<file path="config.mk">
export PLATFORM = sky130hd
export DESIGN_NAME = rf_wr_arbiter
export DESIGN_NICKNAME = d
export VERILOG_FILES = /design/src/rtl/rf_wr_arbiter_pkg.sv /design/src/rtl/rr_arbiter.sv /design/src/rtl/rf_wr_arbiter.sv
export SDC_FILE = /design/constraint.sdc
export NUM_CORES = 1
export LEC_CHECK = 0
export ABC_AREA = 1
export CAP_MARGIN = 20
export CORE_MARGIN = 5
export CORE_UTILIZATION = 43
export CTS_BUF_LIST = sky130_fd_sc_hd__clkbuf_8
export DETAILED_ROUTE_END_ITERATION = 8
export PLACE_DENSITY = 0.91
export SYNTH_ARGS = -nofsm -noshare
export SYNTH_HDL_FRONTEND = slang
export SYNTH_SLANG_ARGS = --single-unit
</file>
<file path="constraint.sdc">
create_clock -name clk -period 6.3 [get_ports clk]
set_input_delay 1.26 -clock clk [delete_from_list [all_inputs] [get_ports clk]]
set_output_delay 1.26 -clock clk [all_outputs]
set_load 0.005 [all_outputs]
</file>
<file path="src/rtl/rf_wr_arbiter_pkg.sv">
// Shared types, constants and the round-robin pick helper for the
// register-file write-port arbiter.
package rf_wr_arbiter_pkg;

   localparam int CONFLICT_CNT_WIDTH = 16;
   localparam int MAX_REQ            = 4;
   localparam int RF_ADDR_W          = 5;
   localparam int RF_DATA_W          = 32;

   // One register-file write; the staged entry is held in this form.
   // The top-level width parameters default to these field widths.
   typedef struct packed {
      logic [RF_ADDR_W-1:0] rd;
      logic [RF_DATA_W-1:0] data;
   } wr_req_t;

   // One-hot pick of the first valid requester, searching from ptr and
   // wrapping modulo n. All-zero when nothing is valid.
   function automatic logic [MAX_REQ-1:0] rr_pick_f(
      input logic [MAX_REQ-1:0] valid,
      input logic [1:0]         ptr,
      input int                 n
   );
      logic [MAX_REQ-1:0] g;
      logic               found;
      logic [1:0]         idx;
      g     = '0;
      found = 1'b0;
      for (int k = 0; k < MAX_REQ; k++) begin
         if (k < n && !found) begin
            idx = 2'((int'(ptr) + k) % n);
            if (valid[idx]) begin
               g[idx] = 1'b1;
               found  = 1'b1;
            end
         end
      end
      return g;
   endfunction

endpackage

</file>
<file path="src/rtl/rr_arbiter.sv">
// Grant generator: round-robin from a held pointer, or lowest-index-wins
// when fixed priority is selected. Grant is forced to zero during reset.
module rr_arbiter
   import rf_wr_arbiter_pkg::*;
#(
   parameter int NUM_REQ = 2
) (
   input  logic               clk,
   input  logic               arst,
   input  logic               fixed_prio_i,
   input  logic [NUM_REQ-1:0] valid_i,
   output logic [NUM_REQ-1:0] grant_o
);

   localparam int PTR_W = (NUM_REQ > 2) ? 2 : 1;

   logic [PTR_W-1:0]   ptr_q, ptr_d;
   logic [MAX_REQ-1:0] pick;
   logic [1:0]         start;
   logic               unused_pick;

   // Search start depends on mode; the pointer itself is never touched here.
   always_comb begin
      start   = fixed_prio_i ? 2'd0 : 2'(ptr_q);
      pick    = rr_pick_f(MAX_REQ'(valid_i), start, NUM_REQ);
      grant_o = arst ? '0 : pick[NUM_REQ-1:0];
   end

   assign unused_pick = ^pick;

   // Pointer moves past the winner only in round-robin mode.
   always_comb begin
      ptr_d = ptr_q;
      if (!fixed_prio_i) begin
         for (int i = 0; i < NUM_REQ; i++) begin
            if (grant_o[i]) ptr_d = PTR_W'((i + 1) % NUM_REQ);
         end
      end
   end

   // Pointer register.
   always_ff @(posedge clk or posedge arst) begin
      if (arst) ptr_q <= '0;
      else      ptr_q <= ptr_d;
   end

endmodule

</file>
<file path="src/rtl/rf_wr_arbiter.sv">
// Register-file write-port arbiter: grants one producer per cycle, stages
// the winner for one cycle onto the rf write port, offers a bypass compare
// against the staged write and counts contended cycles.
module rf_wr_arbiter
   import rf_wr_arbiter_pkg::*;
#(
   parameter int DATA_WIDTH = RF_DATA_W,
   parameter int NUM_REQ    = 2,
   parameter int ADDR_WIDTH = RF_ADDR_W
) (
   input  logic                            clk,
   input  logic                            arst,
   input  logic                            fixed_prio_in,
   input  logic [NUM_REQ-1:0]              req_valid_in,
   input  logic [NUM_REQ*ADDR_WIDTH-1:0]   req_rd_in,
   input  logic [NUM_REQ*DATA_WIDTH-1:0]   req_data_in,
   output logic [NUM_REQ-1:0]              req_ready_out,
   output logic                            wb_en_out,
   output logic [ADDR_WIDTH-1:0]           wb_rd_out,
   output logic [DATA_WIDTH-1:0]           wb_data_out,
   input  logic [ADDR_WIDTH-1:0]           byp_rs1_in,
   input  logic [ADDR_WIDTH-1:0]           byp_rs2_in,
   output logic                            byp_rs1_hit_out,
   output logic                            byp_rs2_hit_out,
   output logic [DATA_WIDTH-1:0]           byp_data_out,
   output logic [CONFLICT_CNT_WIDTH-1:0]   conflict_cnt_out
);

   logic [NUM_REQ-1:0]            grant;
   logic                          accept;
   wr_req_t                       sel;
   wr_req_t                       stage_q, stage_d;
   logic                          wb_en_q, wb_en_d;
   logic [2:0]                    nvalid;
   logic [CONFLICT_CNT_WIDTH-1:0] cnt_q, cnt_d;

   rr_arbiter #(.NUM_REQ(NUM_REQ)) u_arb (
      .clk          (clk),
      .arst         (arst),
      .fixed_prio_i (fixed_prio_in),
      .valid_i      (req_valid_in),
      .grant_o      (grant)
   );

   // The write stage never stalls, so ready is simply the grant.
   assign req_ready_out = grant;

   // Mux the granted requester's rd/data; grant is one-hot or zero.
   always_comb begin
      sel    = '0;
      accept = |grant;
      for (int i = 0; i < NUM_REQ; i++) begin
         if (grant[i]) begin
            sel.rd   = RF_ADDR_W'(req_rd_in[i*ADDR_WIDTH +: ADDR_WIDTH]);
            sel.data = RF_DATA_W'(req_data_in[i*DATA_WIDTH +: DATA_WIDTH]);
         end
      end
   end

   // An accepted rd=0 write still loads the stage but never raises the
   // enable, so x0 is never written and never hits the bypass.
   always_comb begin
      wb_en_d = accept && (sel.rd != '0);
      stage_d = accept ? sel : stage_q;
   end

   // Write stage; reset drops whatever was staged.
   always_ff @(posedge clk or posedge arst) begin
      if (arst) begin
         wb_en_q <= 1'b0;
         stage_q <= '0;
      end else begin
         wb_en_q <= wb_en_d;
         stage_q <= stage_d;
      end
   end

   assign wb_en_out    = wb_en_q;
   assign wb_rd_out    = ADDR_WIDTH'(stage_q.rd);
   assign wb_data_out  = DATA_WIDTH'(stage_q.data);
   assign byp_data_out = wb_data_out;

   assign byp_rs1_hit_out = wb_en_q && (wb_rd_out == byp_rs1_in) && (byp_rs1_in != '0);
   assign byp_rs2_hit_out = wb_en_q && (wb_rd_out == byp_rs2_in) && (byp_rs2_in != '0);

   // Saturating count of cycles with two or more valid requesters.
   always_comb begin
      nvalid = '0;
      for (int i = 0; i < NUM_REQ; i++) begin
         if (req_valid_in[i]) nvalid = nvalid + 3'd1;
      end
      cnt_d = cnt_q;
      if (nvalid >= 3'd2 && cnt_q != '1) cnt_d = cnt_q + CONFLICT_CNT_WIDTH'(1);
   end

   // Conflict counter register.
   always_ff @(posedge clk or posedge arst) begin
      if (arst) cnt_q <= '0;
      else      cnt_q <= cnt_d;
   end

   assign conflict_cnt_out = cnt_q;

endmodule

</file>
==> run_results.csv, run 1 <==
group,metric,value,unit
critical_path,startpoint_type,"input port",
yosys,ys.flop_type,"dfrtp_1",
critical_path,end_kind,"primary output",
hold_path,worstHoldPathType,"register to register",
critical_path,cp_slowest_cell,"clkdlybuf4s50_1",
yosys,synth-seq-cells,55,
global_route,grt_use_total,21.7,%
clock_network,cts_resized,0,
route,routed_wl,10.1,mm
timing,whs,0.529,ns
run,cap_violations,0,
timing,timing.final.crit_share,72.4,%
route,drc,0,
global_route,met3_usage,4.34,%
timing,slew_headroom,49.6,%
layout,final_nets,665,
critical_path,path_delay_family,"buffers and inverters",
floorplanning,start_util,44.4,%
run_status,outcome,"finished, final reports clean",
route,via_count,3278,
global_route,antenna_found_initial,0,
critical_path,crit_arrival,3.30,ns
floorplanning,die_area,9310,um^2
critical_path,crit_path_max_fanout,33,
critical_path,r2r_slack,4.23,ns
global_route,first_global_vias,3384,
critical_path,critPathRequiredTime,5.04,ns
yosys,syn-num-nets,521,
floorplanning,io-pin-count,179,
yosys,yosys_warnings,0,
timing,max_slew.worst_pin.slew,0.754,ns
yosys,synth_cells,431,
global_route,grt_busiest_layer,"met2",
yosys,syn_area_per_cell,7.46,um^2
global_route,grt_remaining_overflow,0,
floorplanning,coreArea,7250,um^2
yosys,synth_cell_types,28,
pwr,vdd.ir_drop.worst,0.000118,V
timing,max_freq,0.219,GHz
clock_network,cts_made_buffers,5,
global_route,use_met2,40.1,%
global_route,grt_pass1_wl,15.9,mm
route,routedWlPerCell,15.0,um
yosys,ys_seq_area_share,42.8,%
layout,fill_cells,614,
floorplanning,rows,31,
critical_path,cp_cell_sequence,"clkdlybuf4s50_1 -> nand3_1 -> nand2_1 -> nand2_1 -> inv_2 -> clkdlybuf4s50_1",
clock_network,clkSinkCount,55,
layout,drive_gt1_share,6.60,%
clock_network,clkTransAtPathRegs,0.10,ns
floorplanning,die_h,96.5,um
route,viasPerCell,4.86,
global_route,use_met1,25.3,%
place,portBuffers,178,
pwr,finalPower,1.07,mW
timing,tns,0,ns
global_route,grt_max_degree,61,
critical_path,path_class,"input port to primary output",
layout,n_antenna_cell,0,
critical_path,path_buf_inv,3,
route,first_pass_iters,4,
timing,maxSlewViolCount,0,
timing,timing.final.hold_violations,0,
clock_network,h-tree-depth,2,
pwr,powerDensity,218,nW/um^2
timing,finClkSkew,0.00899,ns
yosys,syn-cell-area,3220,um^2
floorplanning,fp.dieW,96.5,um
critical_path,cpPeakStageDelay,0.63,ns
timing,min_period,4.56,ns
route,first_iter_violations,168,
layout,syn_to_final_growth,52.7,%
pwr,p_leak,2.18,nW
clock_network,cts_tree,"built",
place,gp_congestion,0.922,
timing,rsz0062_at_grt,"no",
place,place_hpwl,7.91,mm
yosys,synth_edf_count,0,
clock_network,postCtsSetupBuffers,0,
clock_network,cts_root_buf,"clkbuf_8",
route,ant_nets,0,
timing,setup_viol,0,
clock_network,clk-insertion-delay-late,0.30,ns
clock_network,cts-hold-fix-buffers,0,
clock_network,cts.path.max_buffers,2,
yosys,async_flop_share,100,%
## power breakdown
| group | switching [mW] | internal, mW |
|---|---|---|
| clock | 0.111 | 0.0888 |
| sequential | 0.0652 | 0.409 |
| combinational | 0.151 | 0.245 |
| total | 0.327 | 0.743 |
## Yosys cell counts, types with 4 or more instances
cell,number,area [um^2]
nand2_2,6,37.5
xor2_1,6,52.6
o21ai_2,8,70.1
nor2_1,19,71.3
inv_1,29,109
inv_2,4,15.0
nand2_1,179,672
buf_4,35,263
nor2_4,4,45.0
dfrtp_1,55,1380
nand3_1,45,225
nand4_1,7,43.8
o21ai_0,8,40.0
o211ai_1,4,30.0
buf_2,6,30.0
## registers in the layout, summed over array words and instances (netlist names)
name / flops
byp_data_out: 32
conflict_cnt_out: 16
u_arb.ptr_q: 1
wb_en_out: 1
wb_rd_out: 5
## stage by stage
step                utilization (%)  instance area, um^2  setup slack [ns]  cells
floorplan                         -                 3220              1.81    431
global route                   67.7                 4910              1.59    675
detailed placement             66.4                 4820              1.73    667
CTS                            67.7                 4910              1.73    675
global placement               66.4                 4820              1.79    667
finish                         67.7                 4910              1.74    675
## worst reg2reg max path: stages (launching register included)
cell	delay (ns)
dfrtp_1	0.44
ha_1	0.30
inv_2	0.10
nor2_4	0.06
nand2_4	0.08
nor2_4	0.04
nor2_4	0.57
inv_2	0.21
nand2_1	0.12
nand2_1	0.05
## cell type report
cell class,count,area [um^2],area share (%)
Timing Repair Buffer,180,1800,36.6
Multi-Input combinational cell,299,1390,28.4
Sequential cell,55,1380,28.0
Inverter,34,128,2.60
Tap cell,99,124,2.52
Clock buffer,6,82.6,1.68
Clock inverter,2,12.5,0.255
## cell families (layout without fill, tap and decap cells)
kind of cell | after synthesis | in the layout | synth area share, %
flip-flops | 55 | 55 | 42.8
adder cells (fa/ha/maj) | 1 | 1 | 0.389
XOR/XNOR | 8 | 8 | 2.18
AO/OA/AOI/OAI | 23 | 23 | 5.02
buffers and inverters | 77 | 222 | 13.9
AND/OR/NAND/NOR | 267 | 267 | 35.7
## layer usage
metal / part of all wire (%) / routed length, um
met5: 0 / 0
met1: 37 / 3740
met4: 1.8 / 178
met3: 7.3 / 743
met2: 54 / 5450
## worst paths after layout
kind / endpoint / cells after the start / startpoint
setup / recovery: req_ready_out[1] / 6 / req_valid_in[1]
hold / removal: byp_data_out[28] / 2 / byp_data_out[28]
setup reg to reg: conflict_cnt_out[14] / 9 / conflict_cnt_out[0]
hold reg to reg: byp_data_out[28] / 2 / byp_data_out[28]
max in group asynchronous: byp_data_out[5] / 3 / arst
min in group asynchronous: wb_rd_out[3] / 3 / arst
## layout by cell type, fill, tap and decap left out, types with 2 or more instances in the layout
cell,Yosys,layout
inv_2,4,5
or2_2,2,2
nand4_1,7,7
clkbuf_8,0,6
o21ai_0,8,8
buf_4,35,2
xor2_1,6,6
dfrtp_1,55,55
nor2_1,19,19
o21ai_2,8,8
nand3_1,45,45
nor2_4,4,4
inv_1,29,30
nand2_2,6,6
clkdlybuf4s50_1,0,178
nand2_1,179,179
nand3_2,2,2
xnor2_1,2,2
o211ai_1,4,4
(Power assumes the default switching activity.)
==> run 2, diff against run 1 <==
Settings changed: CORE_UTILIZATION 43 to 36, PLACE_DENSITY 0.91 to 0.82.
Clock period 6.3 ns to 3.86 ns, I/O delays scaled along.
==> run_results.csv, run 2 (synthesis gave the netlist of run 1 again) <==
group,metric,value,unit
layout,final_common_cell,"nand2_1",
layout,n_antenna_cell,0,
critical_path,path_class,"input port to primary output",
timing,whs,0.537,ns
timing,finClkSkew,0.0173,ns
clock_network,h-tree-depth,2,
clock_network,postCtsSetupBuffers,0,
global_route,antenna_found_initial,0,
timing,tns,0,ns
clock_network,cts_resized,0,
route,routed_wl,10.3,mm
place,post-place-ws,0.741,ns
timing,timing.final.crit_share,80.3,%
layout,drive_gt1_share,7.25,%
run_status,outcome,"finished, final reports clean",
place,place_hpwl,8.00,mm
timing,rsz0062_at_grt,"no",
clock_network,cts_tree,"built",
route,first_iter_violations,156,
place,gp_congestion,0.859,
layout,syn_to_final_growth,54.4,%
critical_path,critPathRequiredTime,3.09,ns
pwr,p_switching,0.551,mW
layout,largest_reg_flops,32,
floorplanning,io-pin-count,179,
clock_network,cts.path.max_buffers,2,
pwr,vdd.ir_drop.worst,0.000200,V
pwr,finalPower,1.82,mW
route,routedWlPerCell,14.9,um
layout,layout_common_cells,"nand2_1 (179), clkdlybuf4s50_1 (178), dfrtp_1 (55), nand3_1 (45), inv_1 (29)",
floorplanning,die_h,105,um
critical_path,cpPeakStageDelay,0.54,ns
place,portBuffers,178,
critical_path,cp_slowest_cell,"clkdlybuf4s50_1",
global_route,grt_max_degree,61,
critical_path,end_kind,"primary output",
place,placed_area,4850,um^2
critical_path,path_buf_inv,3,
layout,final_nets,668,
floorplanning,die_area,10900,um^2
floorplanning,rows,34,
timing,min_period,3.10,ns
timing,slew_headroom,48.4,%
floorplanning,start_util,36.9,%
pwr,clockPowerShare,22.0,%
route,via_count,3280,
floorplanning,fp.dieW,105,um
route,first_pass_iters,4,
critical_path,cp_cell_sequence,"clkdlybuf4s50_1 -> nand3_1 -> nand2_1 -> nand2_1 -> inv_2 -> clkdlybuf4s50_1",
route,ant_nets,0,
critical_path,crit_arrival,2.33,ns
clock_network,clkSinkCount,55,
pwr,powerDensity,366,nW/um^2
clock_network,cts-hold-fix-buffers,0,
pwr,switching_share,30.4,%
timing,max_freq,0.323,GHz
global_route,grt_pass1_wl,16.8,mm
timing,setup_viol,0,
pwr,internal_power,1.27,mW
timing,timing.final.hold_violations,0,
floorplanning,coreArea,8720,um^2
timing,maxSlewViolCount,0,
timing,max_slew.worst_pin.slew,0.774,ns
route,drc,0,
global_route,first_global_vias,3319,
clock_network,clk-insertion-delay-late,0.31,ns
clock_network,clkTransAtPathRegs,0.10,ns
global_route,grt_use_total,18.4,%
pwr,p_leak,2.20,nW
global_route,grt_remaining_overflow,0,
critical_path,startpoint_type,"input port",
clock_network,cts_made_buffers,5,
timing,setup_slack,0.761,ns
run,cap_violations,0,
hold_path,worstHoldPathType,"register to register",
layout,finalInstanceArea,4970,um^2
route,viasPerCell,4.77,
pwr,p_seq_share,42.3,%
critical_path,path_delay_family,"buffers and inverters",
critical_path,crit_path_max_fanout,5,
clock_network,cts_root_buf,"clkbuf_8",
pwr,power_frac_comb,35.8,%
## run 2: cell count changes in the layout (fill, tap and decap cells not counted)
cell	previous run	this run
clkinv_4	1	0
inv_6	0	1
clkinvlp_4	0	1
bufinv_16	0	1
buf_4	2	5
inv_1	30	29
clkbuf_8	6	5
## run 2: path summary, 6_finish.rpt
kind,from,end,slack (ns),depth (start not counted)
max in group asynchronous,arst,byp_data_out[12],2.30,3
hold reg to reg,byp_data_out[9],byp_data_out[9],0.54,2
hold / removal,byp_data_out[9],byp_data_out[9],0.54,2
min in group asynchronous,arst,conflict_cnt_out[12],1.06,3
setup reg to reg,conflict_cnt_out[0],conflict_cnt_out[5],1.89,10
setup / recovery,req_valid_in[1],req_ready_out[1],0.76,6
## run 2: power groups by stage
stage / Combinational (mW) / Sequential [mW] / Clock, mW
after floorplan: 0.290 / 0.767 / 0
after global placement: 0.643 / 0.775 / 0
after detailed placement: 0.660 / 0.778 / 0
after CTS: 0.662 / 0.769 / 0.412
after global routing: 0.709 / 0.786 / 0.432
final: 0.649 / 0.768 / 0.399
## run 2: final cells by class
type	instances	area (um^2)
tap	108	135
clock buffer	5	68.8
multi-input combinational	299	1390
timing repair buffer	183	1820
fill	796	3750
inverter	34	128
clock inverter	3	46.3
sequential	55	1380
## run 2: tightest hold or removal path: cells and delay by family (launching register included)
family / cells / cell delay, ns
flops: 1 / 0.38
simple gates: 2 / 0.13
## run 2: stage by stage
stage	cells	util, %
4_1_cts	687	57.0
5_1_grt	687	57.0
6_report	687	57.0
2_1_floorplan	431	-
3_3_place_gp	679	55.6
3_5_place_dp	679	55.6
## run 2: layer usage
metal | global-route usage (%) | wire length, um | vias to the layer above
met5 | 0 | 0 | -
met4 | 3.79 | 138 | 0
met3 | 4.44 | 690 | 10
met2 | 33.5 | 5450 | 133
met1 | 21.9 | 3980 | 1527
li1 | - | - | 1610
==> run 3, diff against run 2 <==
Clock period 3.86 ns to 2.6 ns, I/O delays scaled along.
==> run_results.csv, run 3 (synthesis gave the netlist of run 1 again) <==
group,metric,value,unit
run_status,outcome,"finished, final reports clean",
global_route,grt_use_total,18.4,%
route,first_pass_iters,4,
floorplanning,coreArea,8720,um^2
timing,max_freq,0.397,GHz
critical_path,cp_cell_sequence,"clkdlybuf4s50_1 -> a21boi_0 -> nand4_1 -> nor3_1 -> clkdlybuf4s50_1",
route,drc,0,
route,via_count,3298,
critical_path,crit_arrival,2.00,ns
layout,final_nets,671,
critical_path,cpMostUsedCell,"clkdlybuf4s50_1",
clock_network,clkTransAtPathRegs,0.10,ns
clock_network,cts.path.max_buffers,2,
global_route,antenna_found_initial,0,
critical_path,startpoint_type,"input port",
layout,syn_to_final_growth,55.9,%
route,routedWlPerCell,14.8,um
pwr,p_leak,2.24,nW
run,cap_violations,0,
timing,tns,0,ns
route,viasPerCell,4.78,
clock_network,h-tree-depth,2,
timing,max_slew.worst_pin.slew,0.416,ns
timing,maxSlewViolCount,0,
clock_network,cts_root_buf,"clkbuf_8",
critical_path,r2r-start,"conflict_cnt_out[0]",
pwr,powerDensity,543,nW/um^2
global_route,grt_pass1_wl,16.9,mm
floorplanning,fp.dieW,105,um
floorplanning,io-pin-count,179,
global_route,first_global_vias,3458,
layout,largest_reg_flops,32,
place,portBuffers,178,
pwr,vdd.ir_drop.worst,0.000387,V
timing,setup_viol,0,
clock_network,postCtsSetupBuffers,0,
layout,layout_common_cells,"nand2_1 (178), clkdlybuf4s50_1 (177), dfrtp_1 (55), nand3_1 (45), inv_1 (29)",
pwr,finalPower,2.72,mW
floorplanning,rows,34,
route,first_iter_violations,124,
critical_path,r2r_slack,0.79,ns
place,gp_congestion,0.918,
critical_path,cp_slowest_cell,"clkdlybuf4s50_1",
global_route,grt_remaining_overflow,0,
critical_path,end_kind,"primary output",
critical_path,critPathRequiredTime,2.08,ns
floorplanning,die_h,105,um
place,place_hpwl,7.98,mm
critical_path,path_class,"input port to primary output",
hold_path,worstHoldPathType,"register to register",
layout,drive_gt1_share,7.90,%
timing,setup_slack,0.0823,ns
layout,final_common_cell,"nand2_1",
clock_network,clk-insertion-delay-late,0.30,ns
global_route,grt_max_degree,61,
place,post-place-ws,0.0312,ns
floorplanning,die_area,10900,um^2
layout,n_antenna_cell,0,
timing,min_period,2.52,ns
timing,finClkSkew,0.00552,ns
clock_network,clkSinkCount,55,
timing,rsz0062_at_grt,"no",
floorplanning,start_util,36.9,%
route,ant_nets,0,
critical_path,cpPeakStageDelay,0.55,ns
timing,timing.final.hold_violations,0,
critical_path,crit_path_max_fanout,2,
timing,timing.final.crit_share,96.8,%
layout,fill_cells,783,
clock_network,cts_made_buffers,5,
hold_path,min-delay-start,"byp_data_out[2]",
timing,slew_headroom,72.2,%
route,routed_wl,10.2,mm
critical_path,cp-startpoint,"byp_rs2_in[1]",
clock_network,cts_tree,"built",
## run 3: report_power, final
| group | internal [mW] | switching (mW) | leakage (nW) | total, mW |
|---|---|---|---|---|
| clock | 0.317 | 0.289 | 0.0618 | 0.607 |
| sequential | 0.990 | 0.154 | 0.689 | 1.14 |
| combinational | 0.603 | 0.370 | 1.49 | 0.973 |
| total | 1.91 | 0.813 | 2.24 | 2.72 |
## run 3: through the flow
stage / util, % / hold WS (ns) / std cells / cell area, um^2
6_report: 57.5 / 0.524 / 690 / 5010
5_1_grt: 57.5 / 0.571 / 690 / 5010
4_1_cts: 57.4 / 0.531 / 690 / 5010
3_5_place_dp: 56.1 / 0.504 / 682 / 4890
3_3_place_gp: 56.1 / 0.494 / 682 / 4890
2_1_floorplan: - / 0.475 / 431 / 3220
## run 3: per-layer routing
metal | global-route usage [%] | wire (um) | vias up
met5 | 0 | 0 | -
met4 | 4.72 | 174 | 0
met3 | 4.07 | 640 | 8
met2 | 34.4 | 5370 | 122
met1 | 21.1 | 4020 | 1545
li1 | - | - | 1623
## run 3: final timing paths
| check | to | depth (start not counted) |
|---|---|---|
| min in group asynchronous | conflict_cnt_out[11] | 3 |
| max in group asynchronous | byp_data_out[11] | 3 |
| worst max-delay path | byp_rs2_hit_out | 5 |
| worst max register to register | conflict_cnt_out[5] | 9 |
| worst min-delay path | byp_data_out[2] | 2 |
| worst min register to register | byp_data_out[2] | 2 |
## run 3: worst max-delay path: cells and delay by family
family	cells	cell delay (ns)
simple gates	2	0.34
buf+inv	2	0.97
compound gates	1	0.17
## run 3: repair_timing
| item | 4_1_cts | 5_1_grt |
|---|---|---|
| hold buffers | 0 | 0 |
| endpoints found under the setup margin | 0 | 1 |
| resized for setup | 0 | 2 |
## run 3: area by class of cell
cell class	instances	area, um^2	area share (%)
clock inverter	2	38.8	0.773
timing repair buffer	186	1860	37.0
multi-input combinational	299	1400	27.8
clock buffer	6	82.6	1.65
inverter	34	129	2.57
tap	108	135	2.69
sequential	55	1380	27.4
